`src/rtl/eth_pkg.sv`:
```
// Shared Ethernet constants and the transmit state type for the GMII framer and receive-side checker.
package eth_pkg;

  typedef enum logic [2:0] {
    IDLE,
    PREAMBLE,
    SFD,
    DATA,
    PAD,
    FCS,
    DROP,
    IFG
  } tx_state_t;

  localparam logic [7:0]  ETH_PREAMBLE    = 8'h55;
  localparam logic [7:0]  ETH_SFD         = 8'hD5;
  localparam logic [31:0] ETH_CRC_POLY    = 32'hEDB8_8320;
  localparam logic [31:0] ETH_CRC_INIT    = 32'hFFFF_FFFF;
  localparam logic [31:0] ETH_CRC_RESIDUE = 32'hDEBB_20E3;

endpackage

```
`src/rtl/eth_crc32_d8.sv`:
```
// Combinational one-byte step of the reflected Ethernet CRC-32 (LSB of the byte first).
module eth_crc32_d8
  import eth_pkg::*;
(
  input  logic [31:0] crc_in,
  input  logic [7:0]  data_in,
  output logic [31:0] crc_out
);

  logic [31:0] c;

  always_comb begin
    c = crc_in;
    for (int i = 0; i < 8; i++) begin
      if (c[0] ^ data_in[i]) c = (c >> 1) ^ ETH_CRC_POLY;
      else                   c = c >> 1;
    end
  end

  assign crc_out = c;

endmodule

```
`src/rtl/eth_gmii_tx_framer.sv`:
```
// GMII transmit framer: preamble/SFD, payload, optional zero padding (ETH_TX_PAD_EN), FCS and IFG.
module eth_gmii_tx_framer
  import eth_pkg::*;
#(
  parameter int IFG_BYTES       = 12,
  parameter int MIN_FRAME_BYTES = 60
) (
  input  logic       logic_clk,
  input  logic       logic_rst,
  input  logic [7:0] net_tmac_data_in,
  input  logic       net_tmac_valid_in,
  output logic       net_tmac_ready_out,
  input  logic       net_tmac_last_in,
  output logic [7:0] gmii_txd_out,
  output logic       gmii_tx_en_out,
  output logic       gmii_tx_er_out,
  output logic       tx_busy_out,
  output logic       tx_underflow_out
);

  tx_state_t   state;
  logic [2:0]  sub_cnt;
  logic [10:0] byte_cnt;
  logic [10:0] byte_cnt_inc;
  logic [31:0] crc;
  logic [31:0] crc_next;
  logic [7:0]  crc_byte;
  logic [31:0] fcs;
  logic [7:0]  fcs_byte;

  assign net_tmac_ready_out = (state == DATA) || (state == DROP);
  assign tx_busy_out        = (state != IDLE);
  assign byte_cnt_inc       = (byte_cnt == 11'h7FF) ? byte_cnt : byte_cnt + 11'd1;

  // Pad cycles fold zero bytes into the CRC; only DATA feeds upstream bytes.
  assign crc_byte = (state == DATA) ? net_tmac_data_in : 8'h00;
  assign fcs      = ~crc;

  eth_crc32_d8 u_crc (
    .crc_in  (crc),
    .data_in (crc_byte),
    .crc_out (crc_next)
  );

  always_comb begin
    case (sub_cnt[1:0])
      2'd0:    fcs_byte = fcs[7:0];
      2'd1:    fcs_byte = fcs[15:8];
      2'd2:    fcs_byte = fcs[23:16];
      default: fcs_byte = fcs[31:24];
    endcase
  end

  // Pins are registered alongside the state, so each byte appears one cycle after its state.
  always_ff @(posedge logic_clk) begin
    if (logic_rst) begin
      state            <= IDLE;
      sub_cnt          <= 3'd0;
      byte_cnt         <= 11'd0;
      crc              <= ETH_CRC_INIT;
      gmii_txd_out     <= 8'h00;
      gmii_tx_en_out   <= 1'b0;
      gmii_tx_er_out   <= 1'b0;
      tx_underflow_out <= 1'b0;
    end else begin
      gmii_txd_out     <= 8'h00;
      gmii_tx_en_out   <= 1'b0;
      gmii_tx_er_out   <= 1'b0;
      tx_underflow_out <= 1'b0;
      case (state)
        IDLE: begin
          if (net_tmac_valid_in) begin
            state          <= PREAMBLE;
            sub_cnt        <= 3'd0;
            gmii_txd_out   <= ETH_PREAMBLE;
            gmii_tx_en_out <= 1'b1;
          end
        end
        PREAMBLE: begin
          gmii_txd_out   <= ETH_PREAMBLE;
          gmii_tx_en_out <= 1'b1;
          sub_cnt        <= sub_cnt + 3'd1;
          if (sub_cnt == 3'd5) state <= SFD;
        end
        SFD: begin
          gmii_txd_out   <= ETH_SFD;
          gmii_tx_en_out <= 1'b1;
          crc            <= ETH_CRC_INIT;
          byte_cnt       <= 11'd0;
          state          <= DATA;
        end
        DATA: begin
          gmii_tx_en_out <= 1'b1;
          if (net_tmac_valid_in) begin
            gmii_txd_out <= net_tmac_data_in;
            crc          <= crc_next;
            byte_cnt     <= byte_cnt_inc;
            if (net_tmac_last_in) begin
`ifdef ETH_TX_PAD_EN
              if (int'(byte_cnt) + 1 < MIN_FRAME_BYTES) begin
                state <= PAD;
              end else begin
                state   <= FCS;
                sub_cnt <= 3'd0;
              end
`else
              state   <= FCS;
              sub_cnt <= 3'd0;
`endif
            end
          end else begin
            gmii_tx_er_out   <= 1'b1;
            tx_underflow_out <= 1'b1;
            state            <= DROP;
          end
        end
`ifdef ETH_TX_PAD_EN
        PAD: begin
          gmii_tx_en_out <= 1'b1;
          crc            <= crc_next;
          byte_cnt       <= byte_cnt_inc;
          if (int'(byte_cnt) + 1 >= MIN_FRAME_BYTES) begin
            state   <= FCS;
            sub_cnt <= 3'd0;
          end
        end
`endif
        FCS: begin
          gmii_txd_out   <= fcs_byte;
          gmii_tx_en_out <= 1'b1;
          sub_cnt        <= sub_cnt + 3'd1;
          if (sub_cnt == 3'd3) begin
            state    <= IFG;
            byte_cnt <= 11'd0;
          end
        end
        DROP: begin
          if (net_tmac_valid_in && net_tmac_last_in) begin
            state    <= IFG;
            byte_cnt <= 11'd0;
          end
        end
        IFG: begin
          if (int'(byte_cnt) >= IFG_BYTES - 1) state <= IDLE;
          else                                 byte_cnt <= byte_cnt_inc;
        end
        default: state <= IDLE;
      endcase
    end
  end

endmodule
```
`config.mk`:
```
export PLATFORM = sky130hd
export DESIGN_NAME = eth_gmii_tx_framer
export DESIGN_NICKNAME = d
export VERILOG_FILES = /design/src/rtl/eth_pkg.sv /design/src/rtl/eth_crc32_d8.sv /design/src/rtl/eth_gmii_tx_framer.sv
export SDC_FILE = /design/constraint.sdc
export NUM_CORES = 1
export LEC_CHECK = 0
export BUFFER_PORTS_ARGS = -buffer_cell sky130_fd_sc_hd__buf_2
export CORE_ASPECT_RATIO = 1.75
export CORE_MARGIN = 4
export CORE_UTILIZATION = 38
export CTS_CLUSTER_SIZE = 40
export DETAILED_ROUTE_END_ITERATION = 10
export HOLD_SLACK_MARGIN = 0.12
export PLACE_DENSITY_LB_ADDON = 0.05
export SYNTH_ARGS = -nofsm -noshare
export SYNTH_HDL_FRONTEND = slang
export SYNTH_HIERARCHICAL = 1
export SYNTH_SLANG_ARGS = --single-unit
```
`constraint.sdc`:
```
create_clock -name logic_clk -period 6.4 [get_ports logic_clk]
set_clock_uncertainty 0.2 [all_clocks]
set_input_delay 1.6 -clock logic_clk [delete_from_list [all_inputs] [get_ports logic_clk]]
set_output_delay 1.6 -clock logic_clk [all_outputs]
set_load 0.01 [all_outputs]
```
=== Word level (Yosys, flattened, before mapping) ===
Index checks and enable logic that the tools add are counted.

* $add $sub $neg: 2
* $lt $le $gt $ge: 1
* Eq/ne operators: 20
* Multiplexer cells: 36
* Bitwise logic cells: 18
* Reductions and logical operators: 15

{| class="wikitable"
|+ Operator list
! cell !! number
|-
| 32-bit 2-to-1 mux || 9
|-
| 13-bit inverter with 14-bit output || 8
|-
| 32-bit one-hot mux with 2 select lines || 1
|-
| 11-bit 2-to-1 mux || 5
|-
| 11-bit one-hot mux with 5 select lines || 1
|-
| 8-bit one-hot mux with 5 select lines || 1
|-
| 32-bit inverter || 1
|-
| 3-bit 2-to-1 mux || 10
|-
| 8-bit one-hot mux with 3 select lines || 1
|-
| 3-bit one-hot mux with 7 select lines || 1
|-
| 8-bit 2-to-1 mux || 2
|-
| 2-bit != test (second input constant) || 7
|-
| 3-bit == test (second input constant) || 4
|-
| 11-bit by 1-bit adder with 11-bit output (second input constant) || 1
|-
| 11-bit == test (second input constant) || 1
|-
| 11-bit by 4-bit >= comparator with 1-bit output (second input constant) || 1
|-
| 3-bit by 2-bit == test with 1-bit output (second input constant) || 3
|-
| 3-bit one-hot mux with 3 select lines || 1
|-
| 1-bit XOR || 8
|-
| 7-bit 2-to-1 mux || 1
|-
| 6-bit AND reduction || 1
|-
| 3-bit nonzero test || 2
|-
| 5-bit AND reduction || 1
|-
| 5-bit nonzero test || 1
|-
| 18 further kinds || 20
|}

* Bits in registers: 59
* Bits of input ports: 12
* Output and inout port bits: 13
* Word-level logic and storage cells: 99

=== Longest topological paths before layout ===
* Depth after elaboration: 20
* Gate-level depth with buffers: 10
* Depth with buffers taken out: 9

=== Hierarchy ===
The synthesis kept the hierarchy.

{| class="wikitable"
|+ By module, submodules not included
! module !! instances !! cells each !! area an instance (µm²) !! seq. area each (µm²)
|-
| eth_gmii_tx_framer || 1 || 351 || 2,897.8 || 1,181.1
|-
| eth_crc32_d8 || 1 || 70 || 769.5 || 0.0
|}

=== Least setup slack after synthesis ===
Ideal clock, no wire load.

* Path type: input to register
* From: input net_tmac_data_in[1]
* To: register crc[20]
* Library setup time: 0.117 ns
* Arrival: 3.252 ns
* Required time: 6.083 ns
* Path slack: 2.831 ns
* Cell stages on the path: 7
* Buffers on the path: 0
* Cells stage by stage: and2_1 > xnor2_4 > xor2_4 > xnor3_1 > xor3_1 > o22ai_1 > nand2b_1

* Cells in the longest elaborated chain, start to end: 15
* Elaborated cells between the ends (all ways): 16
* Classes of those cells: mux: 10; bitwise: 6

{| class="wikitable"
|+ RTL lines
! item !! RTL line !! RTL
|-
| start, declared || eth_gmii_tx_framer.sv:10 || <nowiki>input logic [7:0] net_tmac_data_in,</nowiki>
|-
| 8-bit 2-to-1 mux (*) || eth_gmii_tx_framer.sv:36 || <nowiki>assign crc_byte = (state == DATA) ? net_tmac_data_in : 8'h00;</nowiki>
|-
| 1-bit XOR (*) || eth_crc32_d8.sv:15 || <nowiki>if (c[0] ^ data_in[i]) c = (c >> 1) ^ ETH_CRC_POLY;</nowiki>
|-
| 32-bit 2-to-1 mux (*) (2 in series) || eth_crc32_d8.sv:15 ||
|-
| 13-bit inverter with 14-bit output (no source line) || n/a ||
|-
| 32-bit 2-to-1 mux (*) || eth_crc32_d8.sv:15 ||
|-
| 13-bit inverter with 14-bit output (no source line) || n/a ||
|-
| 32-bit 2-to-1 mux (*) (2 in series) || eth_crc32_d8.sv:15 ||
|-
| 13-bit inverter with 14-bit output (no source line) || n/a ||
|-
| 32-bit 2-to-1 mux (*) || eth_crc32_d8.sv:15 ||
|-
| 13-bit inverter with 14-bit output (no source line) || n/a ||
|-
| 32-bit 2-to-1 mux (*) || eth_crc32_d8.sv:15 ||
|-
| via crc_next[20] || eth_gmii_tx_framer.sv:26 || <nowiki>logic [31:0] crc_next;</nowiki>
|-
| 32-bit 2-to-1 mux (*) || eth_gmii_tx_framer.sv:94 || <nowiki>if (net_tmac_valid_in) begin</nowiki>
|-
| 32-bit one-hot mux with 2 select lines (*) || eth_gmii_tx_framer.sv:70 || <nowiki>case (state)</nowiki>
|-
| end signal, assigned || eth_gmii_tx_framer.sv:96 || <nowiki>crc <= crc_next;</nowiki>
|-
| end, declared || eth_gmii_tx_framer.sv:25 || <nowiki>logic [31:0] crc;</nowiki>
|}

Mark *: on every way through the listed nets, which the timed path passes. The rest lies on a longest branch. The select of a mux whose other input is x is not followed.
A chain may end at the register's enable or synchronous reset.

=== Worst setup path in the final report ===
* From: register state[0]
* To: register crc[23]

* Elaborated cells between the ends (all ways): 27
* Classes of those cells: eq/ne: 3; mux: 11; bitwise: 11; reduce/logical: 2

{| class="wikitable"
|+ RTL lines
! item !! RTL line !! RTL
|-
| start, declared || eth_gmii_tx_framer.sv:21 || <nowiki>tx_state_t state;</nowiki>
|-
| 3-bit by 2-bit == test with 1-bit output (*) || eth_gmii_tx_framer.sv:36 ||
|-
| 8-bit 2-to-1 mux (*) || eth_gmii_tx_framer.sv:36 ||
|-
| via crc_byte[6] || eth_gmii_tx_framer.sv:27 || <nowiki>logic [7:0] crc_byte;</nowiki>
|-
| 1-bit XOR (*) || eth_crc32_d8.sv:15 ||
|-
| 32-bit 2-to-1 mux (*) || eth_crc32_d8.sv:15 ||
|-
| 13-bit inverter with 14-bit output (no source line) || n/a ||
|-
| 32-bit 2-to-1 mux (*) || eth_crc32_d8.sv:15 ||
|-
| via crc_next[23] || eth_gmii_tx_framer.sv:26 ||
|-
| 32-bit 2-to-1 mux (*) || eth_gmii_tx_framer.sv:94 ||
|-
| 32-bit one-hot mux with 2 select lines (*) || eth_gmii_tx_framer.sv:70 ||
|}

Marks and branches as above.

==> results.sh <==
export IMPL_status="completed"
export IMPL_gr_total_overflow=0
export IMPL_antenna_found_initial=0
export IMPL_wire_per_inst_um=18.4
export IMPL_holdBufCountCts=0
export IMPL_netlist_top_cells_area="dfxtp_1 32%, xnor2_1 11%, nand2b_1 7.0%"
export IMPL_rrSetupSlack_ns=2.43
export IMPL_die_area_um2=11300
export IMPL_cts_buffers=9
export IMPL_required_ns=6.42
export IMPL_drt_antenna_violating_nets=0
export IMPL_initialDrtViolationCount=170
export IMPL_hold_viol=0
export IMPL_rsz0062_at_grt="false"
export IMPL_track_usage_pct=19.6
export IMPL_cts_sinks=59
export IMPL_hpwl_um=7400
export IMPL_start_util_pct=38.7
export IMPL_power_density_nw_per_um2=289
export IMPL_core_region_area_um2=9470
export IMPL_timing_critical_path_mode_cell="xor2_2"
export IMPL_worst_setup_path_start_kind="register"
export IMPL_synth_edf_count=0
export IMPL_final_setup_tns_ns=0
export IMPL_clk_pin_slew_ns=0.05
export IMPL_postSynthCellCount=421
export IMPL_synth_common_cells="59 x dfxtp_1, 44 x xnor2_1, 41 x nand2b_1"
export IMPL_cp_slowest_cell="dfxtp_1"
export IMPL_maxSlewHeadroom_pct=19.9
export IMPL_cts_tree="built"
export IMPL_htreeDepth=3
export IMPL_crit_path_end_kind="register"
export IMPL_die_x_um=82.3
export IMPL_grt_pass1_wl_um=16400
export IMPL_vdd_ir_drop_max_v=0.000146
export IMPL_ys_ff_latch=59
export IMPL_fin_nets=451
export IMPL_post_cts_setup_buffer_count=0
export IMPL_synth_most_common_cell="dfxtp_1"
export IMPL_r2r_cells=9
export IMPL_max_cap_violations=0
export IMPL_io_buffer_count=24
export IMPL_grt_pass1_vias=3064
export IMPL_hold_depth=2
export IMPL_synth_cell_types=54
export IMPL_dr_total_vias=3043
export IMPL_reg2reg_from="state[0]$_SDFFE_PP0P_"
export IMPL_cts_resized=0
export IMPL_row_count=47
export IMPL_whs_ns=0.332
export IMPL_pin_count=25
export IMPL_path_cells="nand2_1 -> nor2_1 -> and2_1 -> xor2_2 -> xor2_2 -> xnor3_1 -> xor3_1 -> o22ai_1 -> nand2b_1"
export IMPL_synth_area_leader_cell="dfxtp_1"
export IMPL_endpoint="crc[23]$_SDFFE_PP1P_"
export IMPL_finalWirelength_um=10300
export IMPL_antenna_cells=0
export IMPL_synth_seq_area_share_pct=32.2
export IMPL_synthFlopType="dfxtp_1"
export IMPL_areaGrowthSynthToFinish_pct=13.8
export IMPL_timing_final_max_slew_violations=0
export IMPL_worstSkewPairLatency_ns=0.34
export IMPL_die_y_um=138
export IMPL_hold_path_class="register to register"
export IMPL_crit_type="register to register"
export IMPL_drcViolationCount=0
export IMPL_yosys_warnings=6
export IMPL_async_reset_ff_share_pct=0
export IMPL_min_period_over_period_pct=62.1
export IMPL_worst_pin_slew_ns=1.20
export IMPL_worst_ep_arrival_time_ns=3.99
export IMPL_min_from="sub_cnt[2]$_SDFFE_PP0P_"
export IMPL_finalCriticalPeriod_ns=3.97
export IMPL_startpoint="state[0]$_SDFFE_PP0P_"
export IMPL_syn_area_per_cell_um2=8.71
export IMPL_syn_num_nets=439
export IMPL_synth_area_um2=3670
export IMPL_drtPass1Iterations=4
export IMPL_synth_top_area_share_pct=32.2
export IMPL_max_freq_mhz=252
export IMPL_setup_violations=0
export IMPL_clockRootBuffer="clkbuf_16"
export IMPL_cts_path_max_buffers=2
export IMPL_r2r_end="crc[23]$_SDFFE_PP1P_"
export IMPL_p_leak_nw=1.56
export IMPL_grt_max_degree=55
export IMPL_crit_fanout=20
export IMPL_layout_drive_gt1_share_pct=13.5
export IMPL_place_congestion=0.815
export IMPL_vias_per_cell=5.43
export IMPL_slowest_delay_ns=0.69
worst min-delay path by stage:
stage,end
after floorplan,byte_cnt[9]$_SDFFE_PP0P_
after global placement,byte_cnt[9]$_SDFFE_PP0P_
after detailed placement,byte_cnt[9]$_SDFFE_PP0P_
after CTS,byte_cnt[9]$_SDFFE_PP0P_
after global routing,crc[23]$_SDFFE_PP1P_
final,sub_cnt[2]$_SDFFE_PP0P_
metrics by stage:
| stage | cells | worst slack, ns | util, % | power, W | cell area [um2] |
|---|---|---|---|---|---|
| finish | 560 | 2.43 | 44.1 | 0.00120 | 4170 |
| global route | 560 | 2.14 | 44.1 | 0.00126 | 4170 |
| CTS | 560 | 2.42 | 44.1 | 0.00122 | 4170 |
| detailed placement | 544 | 2.37 | 40.8 | 0.000706 | 3860 |
| global placement | 544 | 2.40 | 40.8 | 0.000708 | 3860 |
| floorplan | 421 | 2.83 | - | 0.000628 | 3670 |
layout by cell type, fill, tap and decap left out, drive strengths merged, types with 7 or more instances in the layout:
cell	instances
xnor2	50
nor2	27
dfxtp	59
a21oi	22
o221ai	8
o21ai	15
nand3	7
nand2	25
buf	26
o22ai	32
inv	9
clkbuf	12
nand2b	41
and2	9
xor2	18
critical path: cells and delay by family (launching register included):
family,cells,cell delay [ns]
xor gates and xnor gates,4,1.46
DFF,1,0.69
and+or+nand+nor,4,1.39
AOI/OAI and AO/OA,1,0.12
kinds of logic after synthesis:
group                    count (synthesis)  share of synthesized area (%)
multiplexers                             1                          0.273
buffers and inverters                   34                           3.58
adder cells (fa/ha/maj)                  6                           2.05
AO/OA/AOI/OAI                          113                           20.7
XOR/XNOR                                71                           21.2
flip-flops                              59                           32.2
AND/OR/NAND/NOR                        137                           20.0
flip-flops by register name (all words and copies together), names as in the netlist:
register,count
crc,32
byte_cnt,11
gmii_txd_out,8
state,3
sub_cnt,3
gmii_tx_en_out,1
tx_underflow_out,1
cell type report:
| type | instances | area, um2 |
|---|---|---|
| flip-flops and latches | 59 | 1180 |
| clock buffers | 12 | 267 |
| multi-input cells | 328 | 2360 |
| well taps | 122 | 153 |
| repair buffers | 26 | 135 |
| fillers | 961 | 5290 |
| clock inverters | 4 | 47.5 |
| inverters | 9 | 33.8 |
power breakdown:
part,internal (W),total [W],switching (W)
registers,0.000384,0.000405,0.0000210
clock network,0.000332,0.000507,0.000176
logic,0.000119,0.000293,0.000174
total,0.000834,0.00120,0.000371
layer usage:
| metal | vias up | part of all wire (%) | global-route usage, % |
|---|---|---|---|
| met1 | 1451 | 40 | 21.8 |
| li1 | 1516 | - | - |
| met3 | 17 | 2.9 | 3.19 |
| met4 | 0 | 2.5 | 9.15 |
| met2 | 59 | 54 | 35.4 |
| met5 | - | 0 | 0 |
No activity file was read; power rests on OpenSTA's default activity.
